$ cat src/rtl/cpu_controller.sv
// -----------------------------------------------------------------------------
// cpu_controller
//   Instruction-decode and control FSM for the 16-bit CPU. Sequences fetch,
//   PC increment, decode and the multi-cycle execute paths (MOV, ALU,
//   LDR/STR, B<cond>, BL/BX/BLX, HALT). It drives every datapath control
//   input from the current state and the latched instruction register.
//
// Parameters
//   RLINK    : register index that receives the return address (BL/BLX)
//   MEM_WAIT : cycles the RAM address is held before read data is used (1..3)
//
// Ports
//   clk, reset (async, active-low)
//   IR                        : latched instruction register
//   dp_reset                  : datapath PC clear
//   writenum, write, readnum  : register-file control
//   loada/loadb/loadc/loads   : datapath register loads
//   vsel (one-hot), asel, bsel, shift, ALUop : datapath muxes / ALU op
//   msel, mwrite, loadir      : memory address select, RAM write, IR load
//   sximm5, sximm8            : sign-extended immediates
//   tsel, incp, execb, cond   : PC update / branch controls
//   halted                    : high while in HALT
// -----------------------------------------------------------------------------
module cpu_controller #(
  parameter int RLINK    = 7,
  parameter int MEM_WAIT = 1
) (
  input  logic        clk,
  input  logic        reset,
  input  logic [15:0] IR,
  output logic        dp_reset,
  output logic [2:0]  writenum,
  output logic        write,
  output logic [2:0]  readnum,
  output logic        loada,
  output logic        loadb,
  output logic        loadc,
  output logic        loads,
  output logic [3:0]  vsel,
  output logic        asel,
  output logic        bsel,
  output logic [1:0]  shift,
  output logic [1:0]  ALUop,
  output logic        msel,
  output logic        mwrite,
  output logic        loadir,
  output logic [15:0] sximm5,
  output logic [15:0] sximm8,
  output logic        tsel,
  output logic        incp,
  output logic        execb,
  output logic [2:0]  cond,
  output logic        halted
);

  typedef enum logic [4:0] {
    S_RST, S_IF1, S_IF2, S_UPD, S_DEC,
    S_MOVI, S_GETA, S_GETB, S_ALU, S_WB,
    S_ADDR, S_LD1, S_LD2, S_SB, S_ST,
    S_BR, S_BL1, S_BL2, S_BX1, S_BX2, S_HALT
  } state_t;

  localparam logic [1:0] WAIT_LAST = 2'(MEM_WAIT - 1);
  localparam logic [2:0] LINK_REG  = 3'(RLINK);

  state_t     state_reg;
  logic [1:0] wait_cnt_reg;

  // Instruction fields
  logic [2:0] opcode, rn, rd, rm;
  logic [1:0] op, sh;

  assign opcode = IR[15:13];
  assign op     = IR[12:11];
  assign rn     = IR[10:8];
  assign rd     = IR[7:5];
  assign sh     = IR[4:3];
  assign rm     = IR[2:0];

  assign sximm5 = {{11{IR[4]}}, IR[4:0]};
  assign sximm8 = {{8{IR[7]}}, IR[7:0]};

  // State register and next-state logic. The shared execute states (GETA,
  // ADDR, BL1, BX1, ALU) pick their successor from IR, which is stable for
  // the whole execute phase since it only loads in IF2.
  always_ff @(posedge clk or negedge reset) begin
    if (!reset) begin
      state_reg    <= S_RST;
      wait_cnt_reg <= 2'd0;
    end else begin
      case (state_reg)
        S_RST: state_reg <= S_IF1;
        S_IF1: begin
          if (wait_cnt_reg == WAIT_LAST) begin
            wait_cnt_reg <= 2'd0;
            state_reg    <= S_IF2;
          end else begin
            wait_cnt_reg <= wait_cnt_reg + 2'd1;
          end
        end
        S_IF2: state_reg <= S_UPD;
        S_UPD: state_reg <= S_DEC;
        S_DEC: begin
          casez ({opcode, op})
            5'b110_10: state_reg <= S_MOVI;
            5'b110_00: state_reg <= S_GETB;
            5'b101_??: state_reg <= S_GETA;
            5'b011_00: state_reg <= S_GETA;
            5'b100_00: state_reg <= S_GETA;
            5'b001_00: state_reg <= S_BR;
            5'b010_11: state_reg <= S_BL1;
            5'b010_00: state_reg <= S_BX1;
            5'b010_10: state_reg <= S_BX1;
            default:   state_reg <= S_HALT;  // HALT and undefined encodings
          endcase
        end
        S_MOVI: state_reg <= S_IF1;
        S_GETA: state_reg <= (opcode == 3'b101) ? S_GETB : S_ADDR;
        S_GETB: state_reg <= S_ALU;
        // CMP only updates status, so it skips write-back
        S_ALU:  state_reg <= (opcode == 3'b101 && op == 2'b01) ? S_IF1 : S_WB;
        S_WB:   state_reg <= S_IF1;
        S_ADDR: state_reg <= (opcode == 3'b011) ? S_LD1 : S_SB;
        S_LD1: begin
          if (wait_cnt_reg == WAIT_LAST) begin
            wait_cnt_reg <= 2'd0;
            state_reg    <= S_LD2;
          end else begin
            wait_cnt_reg <= wait_cnt_reg + 2'd1;
          end
        end
        S_LD2:  state_reg <= S_IF1;
        S_SB:   state_reg <= S_ST;
        S_ST:   state_reg <= S_IF1;
        S_BR:   state_reg <= S_IF1;
        // BLX runs BX1 -> BL1 -> BX2 so the target is read before the link write
        S_BL1:  state_reg <= (op == 2'b10) ? S_BX2 : S_BL2;
        S_BL2:  state_reg <= S_IF1;
        S_BX1:  state_reg <= (op == 2'b10) ? S_BL1 : S_BX2;
        S_BX2:  state_reg <= S_IF1;
        S_HALT: state_reg <= S_HALT;
        default: state_reg <= S_RST;
      endcase
    end
  end

  // Control outputs: a pure function of state (and IR fields).
  always_comb begin
    dp_reset = 1'b0;
    writenum = 3'd0;
    write    = 1'b0;
    readnum  = 3'd0;
    loada    = 1'b0;
    loadb    = 1'b0;
    loadc    = 1'b0;
    loads    = 1'b0;
    vsel     = 4'b0001;
    asel     = 1'b0;
    bsel     = 1'b0;
    shift    = 2'b00;
    ALUop    = 2'b00;
    msel     = 1'b0;
    mwrite   = 1'b0;
    loadir   = 1'b0;
    tsel     = 1'b0;
    incp     = 1'b0;
    execb    = 1'b0;
    cond     = 3'b000;
    halted   = 1'b0;
    case (state_reg)
      S_RST:  dp_reset = 1'b1;
      S_IF2:  loadir   = 1'b1;
      S_UPD:  incp     = 1'b1;
      S_MOVI: begin
        writenum = rn;
        vsel     = 4'b0100;
        write    = 1'b1;
      end
      S_GETA: begin
        readnum = rn;
        loada   = 1'b1;
      end
      S_GETB: begin
        readnum = rm;
        loadb   = 1'b1;
        shift   = sh;
      end
      S_ALU: begin
        loadc = 1'b1;
        if (opcode == 3'b101) begin
          ALUop = op;
          loads = (op == 2'b01);
        end else begin
          asel  = 1'b1;  // MOV reg: 0 + shifted B
        end
      end
      S_WB: begin
        writenum = rd;
        write    = 1'b1;
      end
      S_ADDR: begin
        bsel  = 1'b1;
        loadc = 1'b1;
      end
      S_LD1:  msel = 1'b1;
      S_LD2: begin
        msel     = 1'b1;
        writenum = rd;
        vsel     = 4'b1000;
        write    = 1'b1;
      end
      S_SB: begin
        readnum = rd;
        loadb   = 1'b1;
      end
      S_ST: begin
        msel   = 1'b1;
        mwrite = 1'b1;
      end
      S_BR: begin
        execb = 1'b1;
        tsel  = 1'b1;
        cond  = rn;
      end
      S_BL1: begin
        writenum = LINK_REG;
        vsel     = 4'b0010;
        write    = 1'b1;
      end
      S_BL2: begin
        execb = 1'b1;
        tsel  = 1'b1;
      end
      S_BX1: begin
        readnum = rd;
        loada   = 1'b1;
      end
      S_BX2:  execb  = 1'b1;
      S_HALT: halted = 1'b1;
      default: ;
    endcase
  end

endmodule

$ cat config.mk
export PLATFORM = sky130hd
export DESIGN_NAME = cpu_controller
export DESIGN_NICKNAME = d
export VERILOG_FILES = /design/src/rtl/cpu_controller.sv
export SDC_FILE = /design/constraint.sdc
export NUM_CORES = 1
export LEC_CHECK = 0
export ABC_AREA = 1
export CAP_MARGIN = 20
export CORE_MARGIN = 2
export CORE_UTILIZATION = 36
export DETAILED_ROUTE_END_ITERATION = 8
export GPL_ROUTABILITY_DRIVEN = 0
export PLACE_DENSITY = 0.81
export SETUP_SLACK_MARGIN = 0.05
export SLEW_MARGIN = 30
export SYNTH_ARGS = -nofsm -noshare
export SYNTH_HDL_FRONTEND = slang
export SYNTH_SLANG_ARGS = --single-unit
$ cat constraint.sdc
create_clock -name clk -period 1.43 [get_ports clk]
set_input_delay 0.2145 -clock clk [delete_from_list [all_inputs] [get_ports clk]]
set_output_delay 0.2145 -clock clk [all_outputs]
set_load 0.1 [all_outputs]
==> flow_metrics.py, run 1 <==
metrics = {
    "logic_synthesis": {
        "synth.largest_area_cell": "buf_4",
        "synthFlopType": "dfrtp_1",
        "ys_warn_count": 0,
        "synthesis.nets": 237,
        "synth_area_per_cell_sq_um": 5.708,
        "ys_types": 20,
        "synth_common_cells": "nand2_1, inv_1, buf_4, nor2_1, nand3_1",
        "async_reset_ff_frac": 1.000,
        "yosys-top-cells-area": "buf_4, nand2_1, dfrtp_1",
        "synthCells": 217,
        "synth_seq_cells": 7,
        "ys_seq_area_frac": 0.1414,
        "synth_area_sq_mm": 0.001239,
        "synth_top_area_share": 0.1939,
        "synth-edff-count": 0,
        "yosysMostFrequentCell": "nand2_1",
    },
    "placed_design": {
        "hpwl_mm": 7.078,
        "io_buffers": 81,
    },
    "die": {
        "dieHeight_um": 62.66,
        "row_count": 21,
        "initial_core_util": 0.3741,
        "die_width_um": 62.66,
        "io_pins": 82,
    },
    "run_status": {
        "stop_stage": "3_5_place_dp",
        "status": "stopped before the end",
        "error_line": "[ERROR DPL-0033] detailed placement checks failed during check placement.",
    },
}
[per-stage QoR]
step | TNS (ps) | std cells | cell area (sq um)
3_3_place_gp | -4247 | 370 | 3243
2_1_floorplan | -13980 | 217 | 1493
[logic make-up after synthesis]
logic type / after synthesis / share of synthesized area
AND/OR/NAND/NOR: 115 / 0.4283
buffers and inverters: 74 / 0.3273
AO/OA/AOI/OAI: 19 / 0.08282
flip-flops: 7 / 0.1414
adder cells (fa/ha/maj): 2 / 0.02020
==> inputs of run 2 (changes only) <==
CORE_UTILIZATION = 30   (was 36)
PLACE_DENSITY = not set   (was 0.81)
PLACE_DENSITY_LB_ADDON = 0.15   (was not set)
SETUP_SLACK_MARGIN = not set   (was 0.05)
==> run 2 against run 1 <==
  * The flow now finishes, with violations (setup timing)
  * Synthesized cell count unchanged
  * Area after synthesis unchanged
==> flow_metrics.py, run 2 <==
metrics = {
    "placed_design": {
        "io_buffers": 81,
        "hpwl_mm": 4.361,
        "place_area_sq_mm": 0.003257,
        "placed_cells": 379,
    },
    "logic_synthesis": {
        "synthCells": 217,
        "synthFlopType": "dfrtp_1",
        "synth_area_sq_mm": 0.001239,
        "synth.largest_area_cell": "buf_4",
        "async_reset_ff_frac": 1.000,
        "yosysMostFrequentCell": "nand2_1",
        "synthesis.nets": 237,
        "yosys-top-cells-area": "buf_4, nand2_1, dfrtp_1",
        "ys_warn_count": 0,
        "synth_top_area_share": 0.1939,
        "synth_seq_cells": 7,
        "ys_seq_area_frac": 0.1414,
        "synth-edff-count": 0,
        "ys_types": 20,
        "synth_area_per_cell_sq_um": 5.708,
        "synth_common_cells": "nand2_1, inv_1, buf_4, nor2_1, nand3_1",
    },
    "power": {
        "irDropWorstVdd_uv": 1847,
        "p_per_area_mw_per_mm2": 1655,
        "finalPower_mw": 6.360,
        "p_leak_nw": 1.777,
    },
    "sta": {
        "rsz0062_at_grt": "true",
        "final_max_slew_viol_count": 0,
        "timing.final.ws_setup_ps": -697.7,
        "slew_headroom": 0.6497,
        "finalClockSkew_ps": 2.567,
        "period_share": 1.488,
        "finalHoldViolCount": 0,
        "final.min_clock_period_ps": 2128,
        "fmax_mhz": 470.0,
        "tightest_slew_ps": 521.4,
        "setup_viol": 39,
        "tns_ps": -18510,
    },
    "worst_setup_path": {
        "r2r-end": "state_reg[1]$_DFFE_PN0P_",
        "cp_cell_sequence": "clkdlybuf4s50_1 > inv_2 > buf_4 > nor3_1 > o21ai_0 > nand3_1 > nand2_1 > nand2_1 > nand2_1 > nand2_1",
        "worst_path_most_repeated_cell": "nand2_1",
        "timing.rr.start": "state_reg[3]$_DFFE_PN0P_",
        "required_ps": 1600,
        "r2r_slack_ps": -430,
        "ff2ff_path_depth": 9,
        "cp_slowest_stage_delay_ps": 540,
        "path_depth": 10,
        "critical_path.top_delay_family": "simple AND/OR/NAND/NOR gates",
        "crit_type": "input pin to flip-flop",
        "endpoint_kind": "flip-flop",
        "critPathBufInv": 3,
        "cp_data_arrival_time_ps": 2290,
        "critPathSlowestCell": "clkdlybuf4s50_1",
        "startpoint_type": "input pin",
        "critPathMaxFanout": 2,
        "crit_path_start": "IR[14]",
    },
    "final_layout": {
        "final_common_cell": "buf_12",
        "largest_register_ffs": 5,
        "nNetsFinal": 374,
        "fin_util": 0.9606,
        "drive_gt1_frac": 0.7195,
        "synthToLayoutAreaGrowth_pct": 210.2,
        "finalInstanceArea_sq_mm": 0.003842,
        "n_antenna_cell": 0,
        "final_cell_mix": "buf_12, buf_4, nand2_1, nor2_4, buf_6",
        "final_cells": 403,
    },
    "drt": {
        "wl_per_cell_um": 24.90,
        "via_per_inst": 5.831,
        "drc": 0,
        "drt-pass1-iter-count": 6,
        "drt_iter0_drc": 292,
        "wl_mm": 10.04,
        "via_count": 2350,
        "drtAntennaViolNets": 0,
    },
    "global_route": {
        "grt_max_degree": 14,
        "first_global_vias": 2143,
        "grt_util_all_layers": 0.3202,
        "grt_pass1_wl_mm": 10.93,
        "grt_overflow": 0,
        "antenna_found_initial": 0,
    },
    "cts": {
        "cts_buffers": 3,
        "cts_tree": "done",
        "clock-root-buffer": "clkbuf_8",
        "htreeDepth": 1,
        "clock_path_buffers": 2,
        "clock_latency_ps": 240,
        "clk_transition_reported_paths_ps": 40,
        "cts_num_sinks": 7,
        "cts_hold_buf": 0,
    },
    "die": {
        "initial_core_util": 0.3097,
        "dieHeight_um": 68.26,
        "coreArea_sq_mm": 0.004000,
        "row_count": 23,
        "die_area_sq_mm": 0.004659,
        "die_width_um": 68.26,
        "io_pins": 82,
    },
    "run_status": {
        "violations": "setup timing",
        "status": "finished with violations",
    },
    "hold_path": {
        "hp-class": "input pin to asynchronous set/reset pin",
    },
    "flow_run": {
        "drv_cap": 0,
    },
}
## run 2: cells by family (layout without fill, tap and decap cells)
logic type	Yosys count	count (layout)	share of synthesized area
buf+inv	74	210	0.3273
simple gates	115	115	0.4283
fa+ha+maj	2	2	0.02020
compound gates	19	19	0.08282
flops	7	7	0.1414
## run 2: how the worst max path moves through the flow
stage | to
final | state_reg[1]$_DFFE_PN0P_
after global routing | state_reg[2]$_DFFE_PN0P_
after floorplan | readnum[0]
after global placement | loads
after detailed placement | loads
after CTS | readnum[2]
## run 2: final cells by class
| cell class | instances | area, sq um |
|---|---|---|
| Tap cell | 50 | 62.56 |
| Sequential cell | 7 | 181.4 |
| Clock buffer | 4 | 45.04 |
| Inverter | 41 | 219.0 |
| Multi-Input combinational cell | 136 | 1137 |
| Fill cell | 83 | 157.7 |
| Timing Repair Buffer | 165 | 2197 |
## run 2: power breakdown
| group | switching (mW) | internal [mW] | total (mW) |
|---|---|---|---|
| logic | 3.54 | 2.12 | 5.66 |
| clock network | 0.104 | 0.194 | 0.298 |
| registers | 0.138 | 0.269 | 0.407 |
## run 2: metal layers
layer | up-vias | part of all wire | global-route usage
met5 | - | 0 | 0
met4 | 0 | 0.11 | 0.2050
met3 | 116 | 0.11 | 0.04934
met2 | 263 | 0.48 | 0.5983
met1 | 1052 | 0.30 | 0.3273
li1 | 919 | - | -
## run 2: through the flow
stage | setup slack [ps] | hold WS (ps)
after floorplan | -1069 | -81.09
after global placement | -339.7 | 482.4
after detailed placement | -402.9 | 484.8
after CTS | -423.3 | 240.6
after global routing | -681.0 | 268.9
final | -697.7 | 253.3
## run 2: timing repair
item,4_1_cts,5_1_grt
pin swaps,19,25
cloned,0,0
buffers inserted,12,15
resized for setup,61,55
endpoints found under the setup margin,43,45
No activity file was read; power rests on OpenSTA's default activity.
==> inputs of run 3 (changes only) <==
DONT_BUFFER_PORTS = 1   (was not set)
==> run 3 against run 2 <==
  * The flow still finishes with violations (setup timing)
  * Count of clock-buffer cells in the layout unchanged
  * Utilization decreased by 28 points
  * Sequential power shrank 4%
  * Register-to-register slack better by 210 ps
  * Global-route usage is 10 points lower
  * Non-clock buffer count down 77
  * Die area is the same
  * Sequential cell count is the same
  * Critical endpoint is now readnum[1]
  * Worst setup slack improved by 210 ps
  * Clock power decreased by 6%
  * Design area is 29% lower
  * Total power is 21% lower
==> flow_metrics.py, run 3 (synthesis gave the netlist of run 2 again) <==
metrics = {
    "run_status": {
        "status": "finished with violations",
        "violations": "setup timing",
    },
    "cts": {
        "clock-root-buffer": "clkbuf_8",
        "cts_buffers": 3,
        "clk_transition_reported_paths_ps": 40,
        "htreeDepth": 1,
        "clock_path_buffers": 2,
        "cts_tree": "done",
        "cts_num_sinks": 7,
        "clock_latency_ps": 230,
    },
    "sta": {
        "finalHoldViolCount": 0,
        "holdWs_ps": 239.6,
        "period_share": 1.343,
        "timing.final.ws_setup_ps": -490.0,
        "tightest_slew_ps": 341.2,
        "finalClockSkew_ps": 3.216,
        "rsz0062_at_grt": "true",
        "final_max_slew_viol_count": 0,
        "slew_headroom": 0.7718,
        "setup_viol": 39,
        "fmax_mhz": 520.8,
        "final.min_clock_period_ps": 1920,
    },
    "placed_design": {
        "place_area_sq_mm": 0.002145,
        "io_buffers": 0,
        "hpwl_mm": 3.503,
        "dpl_worst_slack_ps": -326.2,
    },
    "die": {
        "initial_core_util": 0.3097,
        "coreArea_sq_mm": 0.004000,
        "dieHeight_um": 68.26,
        "die_width_um": 68.26,
        "row_count": 23,
        "die_area_sq_mm": 0.004659,
        "io_pins": 82,
    },
    "hold_path": {
        "hold_end": "state_reg[4]$_DFFE_PN0P_",
        "holdPathStages": 3,
        "hp-start": "IR[15]",
        "hp-class": "input pin to flip-flop",
    },
    "global_route": {
        "grt_max_degree": 15,
        "met1_usage": 0.2510,
        "grt_overflow": 0,
        "use_met3": 0.01316,
        "first_global_vias": 1614,
        "grt_pass1_wl_mm": 7.734,
        "grt_util_all_layers": 0.2195,
        "grt_busiest_layer": "met2",
        "antenna_found_initial": 0,
        "use_met2": 0.4187,
    },
    "drt": {
        "wl_mm": 5.007,
        "via_per_inst": 4.877,
        "drt_iter0_drc": 38,
        "drc": 0,
        "wl_per_cell_um": 15.36,
        "via_count": 1590,
        "drt-pass1-iter-count": 4,
        "drtAntennaViolNets": 0,
    },
    "worst_setup_path": {
        "crit_type": "flip-flop to output pin",
        "endpoint_kind": "output pin",
        "critical_path.top_delay_family": "simple AND/OR/NAND/NOR gates",
        "required_ps": 1220,
        "critPathSlowestCell": "dfrtp_2",
        "r2r-end": "state_reg[3]$_DFFE_PN0P_",
        "critPathBufInv": 1,
        "critPathMaxFanout": 5,
        "r2r_slack_ps": -220,
        "timing.rr.start": "state_reg[2]$_DFFE_PN0P_",
        "cp_cell_sequence": "nor2_4 > nand2_4 > nor2_4 > nand2_2 > nand2_2 > nand2_1 > o211ai_1 > clkbuf_16",
        "cp_slowest_stage_delay_ps": 470,
        "ff2ff_path_depth": 9,
        "startpoint_type": "flip-flop",
        "cp_data_arrival_time_ps": 1710,
    },
    "power": {
        "finalPower_mw": 5.006,
        "p_leak_nw": 1.254,
        "p_per_area_mw_per_mm2": 1843,
        "irDropWorstVdd_uv": 1052,
    },
    "final_layout": {
        "final_cell_mix": "buf_4, nand2_1, buf_12, inv_1, nor2_4",
        "final_common_cell": "buf_4",
        "nNetsFinal": 297,
        "drive_gt1_frac": 0.6775,
        "largest_register_ffs": 5,
        "synthToLayoutAreaGrowth_pct": 119.3,
        "fin_util": 0.6791,
        "fillCellCount": 292,
        "n_antenna_cell": 0,
        "finalInstanceArea_sq_mm": 0.002716,
    },
    "flow_run": {
        "drv_cap": 0,
    },
}
==> run 3: cell count changes in the layout (fill, tap and decap cells not counted), sizes merged <==
cell	delta
dlymetal6s2s	-1
clkdlybuf4s50	-16
inv	+1
dlygate4sd3	+1
clkbuf	+2
buf	-63
clkinv	-1
==> run 3: power by group <==
group | switching [mW] | internal, mW
Combinational | 2.61 | 1.73
Clock | 0.0877 | 0.193
Sequential | 0.121 | 0.269
==> run 3: timing repair <==
action / 4_1_cts / 5_1_grt
endpoints found under the setup margin: 38 / 39
hold buffers: 1 / 0
gates cloned: 0 / 0
setup buffers: 16 / 10
endpoints found under the hold margin: 7 / 0
resized for setup: 67 / 33
pin swaps: 26 / 19
==> run 3: cell type report <==
class                           instances  area (sq um)  share of cell area
Clock buffer                            4         45.04             0.01658
Inverter                               41         209.0             0.07692
Multi-Input combinational cell        136          1114              0.4099
Sequential cell                         7         181.4             0.06679
Tap cell                               50         62.56             0.02303
Timing Repair Buffer                   88          1105              0.4067
==> run 3: worst register-to-register path: stages (launching register included) <==
cell and delay (ps):
dfrtp_2 470, buf_4 180, nand2_4 90, nor3_2 40
buf_4 140, buf_4 150, inv_8 70, nand2_8 130
a21oi_2 160, nand4_1 90
==> run 3: worst max path at each step <==
stage,endpoint,cells after the start,slack (ps),from
floorplan,readnum[0],6,-1070,state_reg[4]$_DFFE_PN0P_
global placement,writenum[0],8,-270,state_reg[4]$_DFFE_PN0P_
detailed placement,writenum[2],8,-330,state_reg[4]$_DFFE_PN0P_
CTS,readnum[0],8,-440,state_reg[2]$_DFFE_PN0P_
global route,readnum[1],8,-570,state_reg[2]$_DFFE_PN0P_
finish,readnum[1],8,-490,state_reg[2]$_DFFE_PN0P_
==> run 3: layer usage <==
layer,vias to the layer above,wire [um]
met4,0,119
li1,758,-
met3,11,222
met1,759,1855
met2,62,2810
met5,-,0
==> run 3: through the flow <==
step | TNS, ps | instances
after floorplan | -14090 | 217
final | -13040 | 326
after CTS | -10420 | 319
after global routing | -15560 | 326
after global placement | -4516 | 300
after detailed placement | -5207 | 300
